### config.mk
export PLATFORM = sky130hd
export DESIGN_NAME = accumulator_4bit
export DESIGN_NICKNAME = d
export VERILOG_FILES = /design/src/rtl/accum_pkg.sv /design/src/rtl/adder_4bit.sv /design/src/rtl/accumulator_4bit.sv
export SDC_FILE = /design/constraint.sdc
export NUM_CORES = 1
export LEC_CHECK = 0
export ABC_AREA = 1
export CAP_MARGIN = 0
export CORE_MARGIN = 5
export CORE_UTILIZATION = 35
export CTS_BUF_LIST = sky130_fd_sc_hd__clkbuf_8 sky130_fd_sc_hd__clkbuf_16
export CTS_CLUSTER_DIAMETER = 120
export DETAILED_ROUTE_END_ITERATION = 10
export PLACE_DENSITY = 0.6
export SETUP_SLACK_MARGIN = 0.4
export SYNTH_ARGS = -nofsm -noshare
export SYNTH_HDL_FRONTEND = slang
export SYNTH_SLANG_ARGS = --single-unit
### constraint.sdc
create_clock -name clk -period 2.94 [get_ports clk]
set_clock_uncertainty 0.1 [all_clocks]
set_input_delay 0.441 -clock clk [delete_from_list [all_inputs] [get_ports clk]]
set_output_delay 0.441 -clock clk [all_outputs]
set_load 0.03 [all_outputs]
### src/rtl/accum_pkg.sv
// Shared types and widths for the frame accumulator and its adder.
package accum_pkg;

    localparam int DATA_W = 4;

    typedef enum logic [1:0] {
        IDLE  = 2'd0,
        ACCUM = 2'd1,
        DONE  = 2'd2
    } accum_state_t;

endpackage

### src/rtl/adder_4bit.sv
// Combinational 4-bit ripple-carry adder with carry in and carry out.
import accum_pkg::*;

module adder_4bit (
    input  logic [DATA_W-1:0] a,
    input  logic [DATA_W-1:0] b,
    input  logic              cin,
    output logic [DATA_W-1:0] sum,
    output logic              cout
);

    logic [DATA_W:0] carry;

    // NOTE: every signal written in always_comb gets a value on every path, so no latch is inferred.
    always_comb begin
        carry    = '0;
        sum      = '0;
        carry[0] = cin;
        for (int i = 0; i < DATA_W; i++) begin
            sum[i]     = a[i] ^ b[i] ^ carry[i];
            carry[i+1] = (a[i] & b[i]) | (a[i] & carry[i]) | (b[i] & carry[i]);
        end
    end

    assign cout = carry[DATA_W];

endmodule

### src/rtl/accumulator_4bit.sv
// Frame accumulator: sums FRAME_LEN operands through adder_4bit, counts adder
// overflows, and hands the frame result downstream over valid/ready.
import accum_pkg::*;

module accumulator_4bit #(
    parameter int FRAME_LEN = 4,
    parameter int CNT_W     = 4
) (
    input  logic              clk,
    input  logic              rst,
    input  logic              in_valid,
    output logic              in_ready,
    input  logic [DATA_W-1:0] in_data,
    input  logic              in_cin,
    input  logic              abort,
    output logic              out_valid,
    input  logic              out_ready,
    output logic [DATA_W-1:0] out_sum,
    output logic              out_ovf,
    output logic [CNT_W-1:0]  out_ovf_cnt
);

    accum_state_t      state;
    accum_state_t      state_next;
    logic [DATA_W-1:0] accum;
    logic [DATA_W-1:0] add_a;
    logic [DATA_W-1:0] add_sum;
    logic              add_cout;
    logic [CNT_W-1:0]  op_cnt;
    logic [CNT_W-1:0]  op_cnt_next;
    logic [CNT_W-1:0]  ovf_cnt;
    logic [CNT_W-1:0]  ovf_cnt_next;
    logic              accept;
    logic              consume;
    logic              frame_end;
    logic              dropping;

    // abort withdraws readiness so the operand presented alongside it is never counted
    assign in_ready  = (state != DONE) && !rst && !abort;
    assign accept    = in_valid && in_ready;
    assign out_valid = (state == DONE);
    assign consume   = out_valid && out_ready;
    assign dropping  = (state != DONE) && abort;

    // The first operand of a frame starts from zero regardless of stale accum contents
    assign add_a = (state == IDLE) ? '0 : accum;

    adder_4bit u_adder (
        .a    (add_a),
        .b    (in_data),
        .cin  (in_cin),
        .sum  (add_sum),
        .cout (add_cout)
    );

    always_comb begin
        op_cnt_next  = op_cnt + 1'b1;
        ovf_cnt_next = ovf_cnt + CNT_W'(add_cout);
        frame_end    = (op_cnt_next == CNT_W'(FRAME_LEN));
    end

    always_comb begin
        state_next = state;
        case (state)
            IDLE, ACCUM: begin
                if (abort)       state_next = IDLE;
                else if (accept) state_next = frame_end ? DONE : ACCUM;
            end
            DONE: begin
                if (consume) state_next = IDLE;
            end
            default: state_next = IDLE;
        endcase
    end

    // NOTE: sequential state uses non-blocking assignments so every register samples pre-edge values.
    always_ff @(posedge clk) begin
        if (rst) begin
            state       <= IDLE;
            accum       <= '0;
            op_cnt      <= '0;
            ovf_cnt     <= '0;
            out_sum     <= '0;
            out_ovf     <= 1'b0;
            out_ovf_cnt <= '0;
        end else begin
            state <= state_next;
            if (dropping || consume) begin
                accum   <= '0;
                op_cnt  <= '0;
                ovf_cnt <= '0;
            end else if (accept) begin
                accum   <= add_sum;
                op_cnt  <= op_cnt_next;
                ovf_cnt <= ovf_cnt_next;
                // Result registers change only when a frame completes and otherwise hold the last result
                if (frame_end) begin
                    out_sum     <= add_sum;
                    out_ovf     <= (ovf_cnt_next != '0);
                    out_ovf_cnt <= ovf_cnt_next;
                end
            end
        end
    end

endmodule
### Yosys cells after proc, flatten, opt, wreduce, memory -nomap -nowiden

Index checks and enable logic that the tools add are counted.

| cells by class | value |
|---|---|
| $add $sub $neg | 2 |
| multiply operators | 0 |
| divide/modulo/power cells | 0 |
| magnitude comparators | 0 |
| equality and inequality tests | 6 |
| shift-type cells | 0 |
| muxes and demuxes | 6 |
| bitwise operators | 29 |
| reductions and logical operators | 14 |

Operators with widths:

| cell | number |
|---|---|
| bitwise AND 1 bit | 12 |
| two-way mux 2 bit | 4 |
| bitwise OR 1 bit | 8 |
| XOR 1 bit | 8 |
| logical AND 1 bit | 5 |
| adder 4 x 1 -> 4 bit | 1 |
| adder 4 x 1 -> 4 bit (second input constant) | 1 |
| equality test 4 x 3 -> 1 bit (second input constant) | 1 |
| two-way mux 4 bit | 1 |
| case mux 2 bit (2 select lines) | 1 |
| nonzero test 4 bit | 1 |
| OR reduction 2 bit | 2 |
| != test 3 bit (second input constant) | 1 |
| AND reduction 3 bit | 1 |
| equality test 2 x 1 -> 1 bit (second input constant) | 1 |
| equality test 2 bit (second input constant) | 1 |
| logical NOT 1 bit | 2 |
| logical NOT 2 bit | 1 |
| != test 2 x 1 -> 1 bit (second input constant) | 1 |
| != test 2 bit (second input constant) | 1 |
| AND reduction 2 bit | 1 |
| logical OR 1 bit | 1 |
| NOT 1 bit | 1 |

| storage, ports and cells | value |
|---|---|
| register bits | 23 |
| latch bits | 0 |
| memory bits (writable) | 0 |
| bits in read-only memories | 0 |
| input port bits | 10 |
| output and inout port bits | 11 |
| logic and storage cells | 64 |
| memories | 0 |

### Depth between registers and ports, before layout

| logic depth | value |
|---|---|
| word-level depth | 16 |
| gate-level depth with buffers | 13 |
| mapped depth without buffers | 13 |

### By module

From an unflattened synthesis, not the netlist that was laid out.

| unflattened totals | value |
|---|---|
| cell total of the unflattened synthesis | 171 |
| area, all modules | 1234.9 µm² |

Modules (own cells, without submodules):

| module | times used | cells an instance | area an instance (µm²) | seq. area each (µm²) |
|---|---|---|---|---|
| accumulator_4bit | 1 | 157 | 1117.3 | 460.4 |
| adder_4bit | 1 | 14 | 117.6 | 0.0 |

### Worst setup path after synthesis

No wires, ideal clock.

| timing path | value |
|---|---|
| path kind | reg-to-reg |
| start point | register state[1] |
| end point | register out_ovf |
| setup time | 0.112 ns |
| data arrival time | 2.819 ns |
| data required time | 2.728 ns |
| slack | -0.090 ns |
| cell stages (with the launch flop) | 13 |
| path buffers | 0 |
| period minus slack after synthesis | 3.030 ns |
| cells stage by stage | dfxtp_1 nor2_1 nor2_1 fa_1 fa_1 fa_1 fa_1 ha_1 ha_1 xnor2_1 nand3_1 nor2_1 nor2_1 |

| between the ends | value |
|---|---|
| word-level cells in the longest chain between the ends | 16 |
| elaborated cells on any way between the ends | 33 |
| classes of those cells | 1 x add/sub; 2 x eq/ne; 1 x mux; 20 x bitwise; 9 x reduce/logical |

Ends and longest elaborated chain:

| what | RTL line | RTL |
|---|---|---|
| start, declared | accumulator_4bit.sv:23 | `accum_state_t state;` |
| start signal, assigned | accumulator_4bit.sv:87 | `state <= state_next;` |
| logical NOT 2 bit | accumulator_4bit.sv:46 | `assign add_a = (state == IDLE) ? '0 : accum;` |
| two-way mux 4 bit | accumulator_4bit.sv:46 |  |
| bitwise AND 1 bit | adder_4bit.sv:21 | `carry[i+1] = (a[i] & b[i]) \| (a[i] & carry[i]) \| (b[i] & carry[i]);` |
| bitwise OR 1 bit (2 in series) | adder_4bit.sv:21 |  |
| bitwise AND 1 bit | adder_4bit.sv:21 |  |
| bitwise OR 1 bit (2 in series) | adder_4bit.sv:21 |  |
| bitwise AND 1 bit | adder_4bit.sv:21 |  |
| bitwise OR 1 bit (2 in series) | adder_4bit.sv:21 |  |
| bitwise AND 1 bit | adder_4bit.sv:21 |  |
| bitwise OR 1 bit (2 in series) | adder_4bit.sv:21 |  |
| adder 4 x 1 -> 4 bit | accumulator_4bit.sv:58 | `ovf_cnt_next = ovf_cnt + CNT_W'(add_cout);` |
| nonzero test 4 bit | accumulator_4bit.sv:99 | `out_ovf <= (ovf_cnt_next != '0);` |
| end signal, assigned | accumulator_4bit.sv:99 |  |
| end, declared | accumulator_4bit.sv:19 | `output logic out_ovf,` |

Several ways; a longest one is shown, not always the timed one.
A chain may end at the register's enable or synchronous reset.

### Worst setup path after layout

Same ends and word-level chain as after synthesis.

==> metrics.log <==
[metrics] std cell rows: 21
[metrics] normalized max-slew margin: between 60% and 70%
[metrics] Mapped Area: approximately 1200 µm²
[metrics] stages on the worst setup path: 12
[metrics] Clock power frac: 35.0%
[metrics] initial core utilization: 36.4%
[metrics] portion of the clock cycle consumed by the worst path in the final layout: roughly 100%
[metrics] Synth Instances: 164
[metrics] switching component of the power: between 0.0001 and 0.00015 W
[metrics] maximum level of the CTS H-tree: 1
[metrics] VDD IR max: between 0.0003 and 0.0004 V
[metrics] Critical path origin: state[1]$_SDFFE_PP0P_
[metrics] wire length on met1: 1200 µm
[metrics] shortest clock period the worst path allows after layout: roughly 2.9 ns
[metrics] share of total power consumed by net switching: 24.3%
[metrics] placed cell areas: approximately 1500 µm²
[metrics] via density per instance: 4.38
[metrics] post-route ant nets: 0
[metrics] Avg Synthesized Cell Area: around 7.5 µm²
[metrics] total leakage power: 0.633 nW
[metrics] share of final-layout standard cells stronger than drive strength 1: 20.4%
[metrics] clock tree from TritonCTS: yes
[metrics] arrival time of the worst setup path: a little under 3 ns
[metrics] maximum root-to-sink buffer count: 2
[metrics] power density over cell area: 361 nW/µm²
[metrics] top layer used by detailed routing: met4
[metrics] DR vias: between 1000 and 1500
[metrics] Net count, final: slightly above 200
[metrics] Die Wd: ~69 µm
[metrics] total overflow reported by the global router: 0
[metrics] routability cong.: 0.707
[metrics] class of the most critical hold timing path: reg2reg
[metrics] pin count of the biggest net entering global routing: 17
[metrics] WL/cell: about 10 µm
[metrics] met2 routed wirelength: slightly above 1000 µm
[metrics] warnings from Yosys: 0
[metrics] Worst Hold Launch: accum[2]$_SDFFE_PP0P_
[metrics] Floorplan Core Area: roughly 3400 µm²
[metrics] ordered list of cells on the worst path: nor2_4, nor2_2, fa_2, fa_2, fa_2, fa_2, ha_4, ha_4, xnor2_2, nand3_1, nor2_1, nor2_1
[metrics] number of max-slew violations in the final report: 0
[metrics] Unique masters post-synth: 21
[metrics] count of buffering cells on the critical path with inverters included: 0
[metrics] startpoint types: flip-flop
[metrics] kind of cell adding the most delay to the critical path: adder cells
[metrics] clock insertion delay at the later pin of the skew report: between 0.2 and 0.3 ns
[metrics] required time at the worst-slack endpoint: 3.01 ns
[metrics] Inserted Clock Buffers: 3
[metrics] highest achievable clock rate: about 0.35 GHz
[metrics] area enclosed by the die boundary: 4780 µm²
[metrics] max capacitance violation total: 0
[metrics] count of endpoints failing hold in the final timing report: 0
[metrics] result of the run: finished, final reports clean
[metrics] number of diodes: 0
[metrics] vias in the first global route: between 900 and 1000
[metrics] drt drc: 0
[metrics] Crit Path Max Fanout: 3
[metrics] part of the total power dissipated in sequential elements: a little under three fifths
[metrics] post-synthesis sequential area ratio: 37.6%
[metrics] sum of net half-perimeters after detailed placement: around 1800 µm
[metrics] number of antenna violations at the first check in global routing: 0
[metrics] clk root buf: sky130_fd_sc_hd__clkbuf_8
[metrics] number of filler cells placed in the layout: between 300 and 400
[metrics] Internal: 0.000431 W
[metrics] Crit path top cell by count: sky130_fd_sc_hd__fa_2
[metrics] RSZ-0062 raised after global routing: true
[metrics] Worst Reg2Reg Path Length in Cells: 12
[metrics] vertical die dimension: slightly below 70 µm
[metrics] final setup TNS: 0 ns
[metrics] initial DRC count: 56
[metrics] post-route design area: between 1500 and 2000 µm²
[metrics] type of the worst setup path: reg2reg
[metrics] number of hold buffers added after CTS: 0
[metrics] share of total power in combinational logic: ~10%
[metrics] CP peak stage delay: approximately 0.36 ns
[metrics] cell with the largest stage delay on the worst path: sky130_fd_sc_hd__dfxtp_4
[metrics] I/O Pins: 21
[metrics] All-Layer GR Usage: around 11%
[metrics] total power: 0.000569 W
[metrics] kind of capture point of the worst setup path: flip-flop
[metrics] reg2reg start: state[1]$_SDFFE_PP0P_
[metrics] clock-pin slew reported for the worst setup and hold paths after clock tree synthesis: roughly 0.08 ns
[metrics] net count after synthesis: around 180
[metrics] detailed-routing iteration count for the pre-antenna-repair pass: 4
[metrics] total of flip-flops plus latches after synthesis: 23
[metrics] sum of routed wire length over all layers: 2390 µm
[metrics] first-pass GRT wire length: roughly 4400 µm
[metrics] count of final setup violators: 0
[metrics] P&R area growth vs syn: 28.6%
[metrics] clock tree sinks: 23
[metrics] I/O Buffers: 20
[metrics] met3 routed wirelength: about 130 µm
[metrics] worst hold path stage count: 2
[metrics] transition time of the tightest slew-check pin: 0.576 ns
==> cells by family (layout without fill, tap and decap cells) <==
logic type | after synthesis | in the layout | synth area share, %
fa+ha+maj | 7 | 7 | 9.60
xor+xnor | 1 | 1 | 0.715
flops | 23 | 23 | 37.6
simple gates | 91 | 91 | 33.2
compound gates | 14 | 14 | 8.68
buf+inv | 28 | 50 | 10.2
==> layer usage <==
metal / vias up / GRT usage, %
li1: 540 / -
met1: 454 / 14.5
met2: 19 / 16.7
met3: 4 / 4.07
met4: 0 / 3.90
met5: - / 0
==> through the flow <==
step                      hold WS, ns  setup WS [ns]  utilization (%)  instances
after floorplan                 0.356          0.179                -        164
after global placement          0.365         -0.324             44.6        225
after detailed placement        0.371         -0.337             44.6        225
after CTS                       0.385         0.0821             46.1        230
after global routing            0.411        -0.0441             46.8        232
final                           0.383         0.0832             46.8        232
==> sequential cells by signal (all words and copies together), names as in the netlist <==
name	cells
accum	4
op_cnt	4
out_ovf_cnt	4
out_sum	4
ovf_cnt	4
state	2
out_ovf	1
==> timing repair <==
| action | CTS | global route |
|---|---|---|
| resized for setup | 2 | 6 |
| endpoints found under the hold margin | 0 | 0 |
| endpoints found under the setup margin | 11 | 11 |
| buffers inserted | 1 | 2 |
| pin swaps | 0 | 2 |
==> power by group through the flow <==
stage | clock network (W) | registers (W) | logic, W
after CTS | 0.000207 | 0.000314 | 0.0000570
after global placement | 0 | 0.000321 | 0.0000571
after detailed placement | 0 | 0.000321 | 0.0000574
after floorplan | 0 | 0.000321 | 0.0000350
final | 0.000199 | 0.000313 | 0.0000572
after global routing | 0.000228 | 0.000313 | 0.0000641
==> cells in the mapped netlist <==
library cell | number | share of area, %
sky130_fd_sc_hd__o21bai_1 | 1 | 0.61
sky130_fd_sc_hd__nor2_4 | 2 | 1.8
sky130_fd_sc_hd__a21oi_1 | 4 | 1.6
sky130_fd_sc_hd__nor2_1 | 28 | 8.6
sky130_fd_sc_hd__nor3b_1 | 1 | 0.61
sky130_fd_sc_hd__xnor2_1 | 1 | 0.72
sky130_fd_sc_hd__dfxtp_1 | 23 | 38
sky130_fd_sc_hd__nand2_1 | 49 | 15
sky130_fd_sc_hd__clkbuf_1 | 1 | 0.31
sky130_fd_sc_hd__fa_1 | 4 | 6.5
sky130_fd_sc_hd__a21oi_2 | 9 | 6.4
sky130_fd_sc_hd__nand4_1 | 1 | 0.51
sky130_fd_sc_hd__buf_2 | 1 | 0.41
sky130_fd_sc_hd__nor2_8 | 1 | 1.6
sky130_fd_sc_hd__nand2_2 | 3 | 1.5
sky130_fd_sc_hd__nand3_4 | 1 | 1.4
sky130_fd_sc_hd__inv_1 | 23 | 7.0
sky130_fd_sc_hd__nand3_1 | 5 | 2.0
sky130_fd_sc_hd__buf_4 | 1 | 0.61
sky130_fd_sc_hd__ha_1 | 3 | 3.1
sky130_fd_sc_hd__buf_6 | 2 | 1.8
==> placed cells by master, fill, tap and decap left out, drive strengths merged <==
| cell type | Yosys | routed |
|---|---|---|
| clkdlybuf4s50 | 0 | 18 |
| inv | 23 | 23 |
| dfxtp | 23 | 23 |
| xnor2 | 1 | 1 |
| nor2 | 31 | 31 |
| dlygate4sd2 | 0 | 2 |
| nand3 | 6 | 6 |
| nand2 | 52 | 52 |
| nor3b | 1 | 1 |
| fa | 4 | 4 |
| clkinv | 0 | 1 |
| ha | 3 | 3 |
| buf | 4 | 3 |
| o21bai | 1 | 1 |
| clkbuf | 1 | 3 |
| a21oi | 13 | 13 |
| nand4 | 1 | 1 |
==> area by class of cell <==
cell class,instances,area [µm²],share of cell area [%]
repair buffers,23,220,14.0
well taps,46,57.6,3.65
inverters,23,88.8,5.64
multi-input cells,113,698,44.3
clock buffers,3,41.3,2.62
flip-flops and latches,23,464,29.5
clock inverters,1,5.00,0.318
==> worst register-to-register path, delay by kind of cell (launching register included) <==
family,cells,cell delay [ns]
DFF,1,0.36
xor gates and xnor gates,1,0.15
adders and majority gates,6,1.74
and+or+nand+nor,5,0.41
==> worst paths after layout <==
kind / to / slack [ns]
setup / recovery: out_ovf$_SDFFE_PP0P_ / 0.08
hold / removal: accum[2]$_SDFFE_PP0P_ / 0.38
setup reg to reg: out_ovf$_SDFFE_PP0P_ / 0.08
hold reg to reg: accum[2]$_SDFFE_PP0P_ / 0.38
No activity file was read; power rests on OpenSTA's default activity.
